$ cat config.mk
export PLATFORM = sky130hd
export DESIGN_NAME = thirty_two_bit_serial_subtractor
export DESIGN_NICKNAME = d
export VERILOG_FILES = /design/src/rtl/thirty_two_bit_serial_subtractor.sv
export SDC_FILE = /design/constraint.sdc
export NUM_CORES = 1
export LEC_CHECK = 0
export ABC_AREA = 0
export CAP_MARGIN = 10
export CELL_PAD_IN_SITES_DETAIL_PLACEMENT = 1
export CELL_PAD_IN_SITES_GLOBAL_PLACEMENT = 1
export CORE_AREA = 5 5 96 143
export CTS_CLUSTER_DIAMETER = 30
export DETAILED_ROUTE_END_ITERATION = 16
export DIE_AREA = 0 0 101 148
export HOLD_SLACK_MARGIN = 0.06
export PLACE_DENSITY = 0.86
export SLEW_MARGIN = 20
export SYNTH_ARGS = -nofsm -noshare
export SYNTH_HDL_FRONTEND = slang
export SYNTH_SLANG_ARGS = --single-unit
$ cat constraint.sdc
create_clock -name clk -period 6.7 [get_ports clk]
set_clock_uncertainty 0.1 [all_clocks]
set_input_delay 1.34 -clock clk [delete_from_list [all_inputs] [get_ports clk]]
set_output_delay 1.34 -clock clk [all_outputs]
set_load 0.05 [all_outputs]
$ cat src/rtl/thirty_two_bit_serial_subtractor.sv
// Digit-serial 32-bit unsigned subtractor.
// Computes diff = a - b (mod 2^32) DIGIT_W bits per clock, LSB slice first,
// rippling the borrow between slices through a register.
//
// Parameters:
//   DIGIT_W  bits processed per RUN cycle (1, 2, 4, 8, 16 or 32)
// Ports:
//   clk     rising-edge clock
//   rst     asynchronous active-high reset
//   start   request, sampled only while idle
//   a, b    minuend / subtrahend, captured on the accepting edge
//   diff    registered result a - b mod 2^32, valid from done onward
//   borrow  registered borrow-out, 1 iff a < b
//   zero    registered flag, 1 iff the completed diff is 0
//   busy    high while running or signalling done
//   done    one-cycle completion pulse
module thirty_two_bit_serial_subtractor #(
  parameter int unsigned DIGIT_W = 4
) (
  input  logic        clk,
  input  logic        rst,
  input  logic        start,
  input  logic [31:0] a,
  input  logic [31:0] b,
  output logic [31:0] diff,
  output logic        borrow,
  output logic        zero,
  output logic        busy,
  output logic        done
);

  localparam int unsigned N     = 32 / DIGIT_W;
  localparam logic [5:0]  KLast = 6'(N - 1);

  localparam logic [1:0] StIdle = 2'd0;
  localparam logic [1:0] StRun  = 2'd1;
  localparam logic [1:0] StDone = 2'd2;

  logic [1:0]  state_q, state_d;
  logic [5:0]  k_q, k_d;
  logic [31:0] a_q, a_d;
  logic [31:0] b_q, b_d;
  logic        brw_q, brw_d;
  logic [31:0] diff_q, diff_d;
  logic        borrow_q, borrow_d;
  logic        zero_q, zero_d;

  // Slice datapath
  int unsigned        base;
  logic [DIGIT_W-1:0] a_s;
  logic [DIGIT_W-1:0] b_s;
  logic [DIGIT_W:0]   sub;
  logic [31:0]        diff_run;
  logic               last;

  always_comb begin
    base     = {26'd0, k_q} * DIGIT_W;
    a_s      = a_q[base +: DIGIT_W];
    b_s      = b_q[base +: DIGIT_W];
    // Extra MSB of the difference is the slice borrow-out.
    sub      = {1'b0, a_s} - {1'b0, b_s} - {{DIGIT_W{1'b0}}, brw_q};
    diff_run = diff_q;
    diff_run[base +: DIGIT_W] = sub[DIGIT_W-1:0];
    last     = (k_q == KLast);
  end

  always_comb begin
    state_d  = state_q;
    k_d      = k_q;
    a_d      = a_q;
    b_d      = b_q;
    brw_d    = brw_q;
    diff_d   = diff_q;
    borrow_d = borrow_q;
    zero_d   = zero_q;
    unique case (state_q)
      StIdle: begin
        if (start) begin
          a_d     = a;
          b_d     = b;
          brw_d   = 1'b0;
          k_d     = 6'd0;
          state_d = StRun;
        end
      end
      StRun: begin
        diff_d = diff_run;
        brw_d  = sub[DIGIT_W];
        k_d    = k_q + 6'd1;
        // borrow/zero keep the previous result until the final slice lands.
        if (last) begin
          borrow_d = sub[DIGIT_W];
          zero_d   = (diff_run == 32'd0);
          state_d  = StDone;
        end
      end
      StDone: begin
        state_d = StIdle;
      end
      default: begin
        state_d = StIdle;
      end
    endcase
  end

  always_ff @(posedge clk or posedge rst) begin
    if (rst) begin
      state_q  <= StIdle;
      k_q      <= 6'd0;
      a_q      <= 32'd0;
      b_q      <= 32'd0;
      brw_q    <= 1'b0;
      diff_q   <= 32'd0;
      borrow_q <= 1'b0;
      zero_q   <= 1'b0;
    end else begin
      state_q  <= state_d;
      k_q      <= k_d;
      a_q      <= a_d;
      b_q      <= b_d;
      brw_q    <= brw_d;
      diff_q   <= diff_d;
      borrow_q <= borrow_d;
      zero_q   <= zero_d;
    end
  end

  assign diff   = diff_q;
  assign borrow = borrow_q;
  assign zero   = zero_q;
  assign busy   = (state_q == StRun) || (state_q == StDone);
  assign done   = (state_q == StDone);

endmodule

==> impl_metrics.tcl, run 1 <==
set metrics [dict create \
    cts-root-buf "clkbuf_16" \
    worstHoldPathType "reg -> reg" \
    post_cts_resize_count 0 \
    ant_nets 0 \
    drv_cap 0 \
    power.total_mw 4.01 \
    drive_gt1_share_pct 24.8 \
    ys_top_cells_by_area "dfrtp_1, mux2_2, mux4_2, nand2_1, ha_1" \
    p_leak_nw 2.87 \
    clkTransAtPathRegs_ns 0.07 \
    cp.required_ns 6.86 \
    relSlewSlack_pct 34.2 \
    wl_um 15300 \
    port_buffers 102 \
    irDropWorstVdd_mv 0.260 \
    io_pins 103 \
    antennaDiodeCount 0 \
    hold_viol_final 0 \
    drc 0 \
    path_cells "buf_4, mux4_2, nand2_1, a21oi_1, fa_1, inv_1, fa_1, xor2_1, nand3b_1, or4_1, a22oi_1, o2111ai_1, o31ai_2" \
    post-dp-hpwl_um 11200 \
    yosysMostFrequentCell "dfrtp_1" \
    finalNetCount 615 \
    r2r_start "k_q[0]" \
    fillers 1257 \
    grt_pass1_vias 4590 \
    startpoint_type "flip-flop" \
    yosysWarnings 0 \
    postSynthAreaPerCell_um2 12.3 \
    synth_edf_count 0 \
    num_vias 3888 \
    crit_type "reg -> reg" \
    cts_tree "done" \
    instances_no_fill 697 \
    synth_top_cell_area_share_pct 49.4 \
    globalRouteOverflowTotal 0 \
    grt_usage_pct 21.5 \
    clock-sinks 107 \
    grt_pass1_wl_um 24700 \
    dp.cells 681 \
    worst_pin_slew_ns 0.986 \
    die_x_um 101 \
    async_reset_ff_share_pct 100 \
    cpMostUsedCell "fa_1" \
    die_h_um 148 \
    synth_cells 442 \
    cp_slowest_cell "dfrtp_1" \
    end_kind "flip-flop" \
    hold_buffers 0 \
    post-cts-setup-buffers 0 \
    cp_data_arrival_time_ns 4.54 \
    ys_seq_area_share_pct 49.4 \
    p_per_area_mw_per_mm2 585 \
    cts_buffers 9 \
    grt_max_degree 68 \
    worst-path-buf-inv 2 \
    row_count 50 \
    die-area_mm2 0.0149 \
    rsz0062_at_grt "false" \
    period_share_pct 65.5 \
    fin_hold_ws_ns 0.408 \
    fmax_ghz 0.228 \
    synth_seq_cells 107 \
    synthDistinctLibCells 60 \
    yosys-top-cells-count "dfrtp_1, mux2_2, nand2_1, nor2_1, o21ai_0" \
    syn2layout_area_growth_pct 26.6 \
    antenna_found_initial 0 \
    status "complete, no violations" \
    drt_pass1_iterations 4 \
    drtIter0Drc 176 \
    critPathMaxFanout 16 \
    vias_per_cell 5.58 \
    synth_area_mm2 0.00542 \
    clockBufferDepth 2 \
    finalMaxSlewViolations 0 \
    hold_start "diff[4]" \
    synth_nets 521 \
    cpPeakStageDelay_ns 0.94 \
    htree_levels 3 \
    min_period_ns 4.39 \
    path_delay_family "flip-flops" \
    yosys.area.top_type "dfrtp_1" \
    start_util_pct 43.9 \
    crit_path_start "k_q[0]" \
    gp_congestion 0.818 \
    clock_latency_ns 0.35 \
    synth_ff_type "dfrtp_1" \
    final.setup.tns_ns 0 \
    wl_per_cell_um 21.9 \
    finalSetupViolations 0 \
    core_mm2 0.0123 \
]
[cells by family after synthesis]
group           synth area share [%]
mux                             24.4
xor+xnor                        1.41
buf+inv                         3.19
flops                           49.4
fa+ha+maj                       3.05
compound gates                  7.18
simple gates                    11.4
[worst register-to-register path, stage by stage (launching register included)]
cell       delay [ns]
dfrtp_1          0.94
buf_4            0.39
mux4_2           0.53
nand2_1          0.08
a21oi_1          0.10
fa_1             0.40
inv_1            0.10
fa_1             0.23
xor2_1           0.33
nand3b_1         0.11
or4_1            0.41
a22oi_1          0.18
o2111ai_1        0.16
o31ai_2          0.24
[routing by layer]
layer / wire length [um] / global-route usage, % / up-vias
met5: 0 / 0 / -
met4: 623 / 10.3 / 0
met2: 8490 / 39.2 / 117
li1: - / - / 1777
met1: 5490 / 23.6 / 1954
met3: 659 / 3.78 / 40
[per-stage QoR]
step	setup WS [ns]	area (um^2)	util, %
2_1_floorplan	2.44	5420	-
3_3_place_gp	2.47	6540	53.1
3_5_place_dp	2.32	6540	53.1
4_1_cts	2.30	6860	55.6
5_1_grt	2.01	6860	55.6
6_report	2.31	6860	55.6
[state kept, by name, indices dropped and copies added (netlist names)]
name	flops
brw_q	1
a_q	32
zero	1
diff	32
borrow	1
state_q	2
b_q	32
k_q	6
[power by group]
part           total, mW  switching, mW  internal (mW)  leakage (nW)
Clock              0.555          0.244          0.311         0.148
Sequential          1.17          0.248          0.924          1.33
Combinational       2.28           1.34          0.939          1.38
Total               4.01           1.84           2.17          2.87
[layout make-up]
| cell class | count | area, um^2 | area share, % |
|---|---|---|---|
| inverters | 15 | 58.8 | 0.858 |
| well taps | 156 | 195 | 2.85 |
| repair buffers | 105 | 1040 | 15.2 |
| flip-flops and latches | 107 | 2680 | 39.1 |
| clock buffers | 11 | 253 | 3.69 |
| multi-input cells | 298 | 2570 | 37.5 |
| clock inverters | 5 | 58.8 | 0.858 |
[placed cells by master (no fill, tap or decap), drive strengths merged, types with 2 or more instances in the layout]
master and count:
clkinvlp 2, nor2b 2, a2111o 2, a211oi 2, a21oi 6, buf 3, a21o 2, nor4 3
a22o 2, ha 10, xor2 4, nand3b 2, or3 6, nand2b 4, nor3b 3, or4 4
o21ai 18, fa 2, dfrtp 107, o221ai 2, inv 16, clkdlybuf4s50 102, nand3 4, mux2 84
mux4 16, o31ai 6, nor2 19, nor3 15, nand2 55, xnor2 3, clkbuf 11, or2 4
[path summary, 6_finish.rpt]
path	to	slack, ns	cells after the start
max in group asynchronous	k_q[1]	3.94	3
worst max-delay path	zero	2.31	13
worst max register to register	zero	2.31	13
worst min-delay path	diff[4]	0.41	2
worst min register to register	diff[4]	0.41	2
min in group asynchronous	b_q[5]	1.28	2
(Power assumes the default switching activity.)
==> run 2, diff against run 1 <==
Settings changed: CORE_AREA 5 5 96 143 to 5 5 99 148, DIE_AREA 0 0 101 148 to 0 0 104 153, PLACE_DENSITY 0.86 to 0.81.
Clock period 6.7 ns to 4.13 ns, I/O delays scaled along.
==> impl_metrics.tcl, run 2 (synthesized netlist as in run 1, its figures left out) <==
set metrics [dict create \
    gp_congestion 0.934 \
    rrSetupSlack_ns 0.36 \
    status "complete, no violations" \
    clkTransAtPathRegs_ns 0.07 \
    htree_levels 3 \
    place_ws_ns 0.401 \
    rr_endpoint "zero" \
    die-area_mm2 0.0159 \
    row_count 52 \
    relSlewSlack_pct 39.5 \
    clockBufferDepth 2 \
    hold_viol_final 0 \
    irDropWorstVdd_mv 0.469 \
    instances_no_fill 712 \
    setup_slack_ns 0.357 \
    grt_usage_pct 19.6 \
    drt_pass1_iterations 6 \
    syn2layout_area_growth_pct 27.7 \
    globalRouteOverflowTotal 0 \
    post-cts-setup-buffers 0 \
    drt-met1-wl_um 5170 \
    wl_per_cell_um 21.5 \
    drv_cap 0 \
    cts_tree "done" \
    wl_um 15300 \
    post_cts_resize_count 0 \
    die_x_um 104 \
    core_mm2 0.0133 \
    start_util_pct 40.8 \
    layout_commonest_cell "dfrtp_1" \
    power_frac_comb_pct 59.3 \
    min_period_ns 3.77 \
    p_per_area_mw_per_mm2 957 \
    num_vias 3930 \
    antennaDiodeCount 0 \
    cts-root-buf "clkbuf_16" \
    grt_pass1_wl_um 24700 \
    dr_wl_met3_um 568 \
    pwr-share-seq_pct 28.1 \
    drive_gt1_share_pct 25.8 \
    rsz0062_at_grt "false" \
    hold_buffers 0 \
    grt_pass1_vias 4538 \
    r2r_start "k_q[1]" \
    grt_max_degree 56 \
    drtIter0Drc 135 \
    cts_buffers 9 \
    cp-endpoint "zero" \
    finalMaxSlewViolations 0 \
    clkPwrFrac_pct 12.7 \
    post-dp-hpwl_um 12200 \
    crit_type "reg -> reg" \
    cp.required_ns 4.29 \
    ant_nets 0 \
    worstHoldPathType "reg -> reg" \
    clock_latency_ns 0.35 \
    p_sw_share_pct 46.9 \
    top_layer_used "met4" \
    end_kind "flip-flop" \
    finalSetupViolations 0 \
    worst_pin_slew_ns 0.907 \
    antenna_found_initial 0 \
    met2_length_um 8820 \
    p_leak_nw 2.91 \
    power.switching_mw 3.10 \
    period_share_pct 91.4 \
    vias_per_cell 5.52 \
    drc 0 \
    cp_data_arrival_time_ns 3.93 \
    crit_path_start "k_q[1]" \
    clock-sinks 107 \
    port_buffers 102 \
    startpoint_type "flip-flop" \
    critPathMaxFanout 14 \
    io_pins 103 \
    dp.cells 696 \
    finalNetCount 624 \
    fmax_ghz 0.265 \
    final.setup.tns_ns 0 \
    die_h_um 153 \
    mostFrequentLayoutCells "dfrtp_1, clkdlybuf4s50_1, mux2_2" \
    internal_power_mw 3.52 \
    rr_worst_depth 12 \
]
==> run 2: cell count changes in the layout (fill, tap and decap cells not counted), sizes merged <==
| cell | before | now |
|---|---|---|
| buf | 3 | 12 |
| inv | 16 | 19 |
| clkbuf | 11 | 9 |
| bufinv | 1 | 0 |
| clkinv | 1 | 2 |
| clkinvlp | 2 | 1 |
==> run 2: layout make-up <==
cell class / count / area [um^2]
fillers: 1407 / 6360
multi-input cells: 298 / 2570
well taps: 162 / 203
inverters: 15 / 58.8
clock buffers: 9 / 225
flip-flops and latches: 107 / 2680
clock inverters: 7 / 58.8
repair buffers: 114 / 1120
==> run 2: stage by stage <==
step | cell area, um^2 | util [%] | hold WS [ns] | power, mW
2_1_floorplan | 5420 | - | 0.366 | 4.47
3_3_place_gp | 6630 | 50.0 | 0.377 | 5.58
3_5_place_dp | 6630 | 50.0 | 0.393 | 5.81
4_1_cts | 6920 | 52.1 | 0.410 | 6.67
5_1_grt | 6920 | 52.1 | 0.426 | 7.00
6_report | 6920 | 52.1 | 0.406 | 6.62
==> run 2: power groups by stage <==
stage | sequential [mW] | clock, mW | combinational [mW]
after floorplan | 2.06 | 0 | 2.41
after detailed placement | 1.88 | 0 | 3.93
final | 1.86 | 0.838 | 3.92
after global placement | 1.83 | 0 | 3.75
after CTS | 1.86 | 0.855 | 3.95
after global routing | 1.91 | 0.899 | 4.19
==> run 2: layer usage <==
metal | GRT usage (%) | up-vias
li1 | - | 1796
met1 | 19.4 | 1970
met2 | 37.4 | 120
met3 | 4.01 | 44
met4 | 10.5 | 0
met5 | 0 | -
==> run 2: how the worst min path moves through the flow <==
stage	from	to	slack, ns	cells after the start
floorplan	brw_q	brw_q	0.37	1
global placement	brw_q	brw_q	0.38	1
detailed placement	a_q[29]	a_q[29]	0.39	1
CTS	a_q[29]	a_q[29]	0.41	1
global route	b_q[30]	b_q[30]	0.43	1
finish	zero	zero	0.41	2
==> run 2: critical path: stages (launching register included) <==
cell and delay [ns]:
dfrtp_1 0.73, mux4_2 0.33, nand2_1 0.06, a21oi_1 0.25, fa_1 0.26, inv_1 0.08, fa_1 0.44, xor2_1 0.32
nand3b_1 0.10, or4_1 0.42, a22oi_1 0.20, o2111ai_1 0.16, o31ai_2 0.24
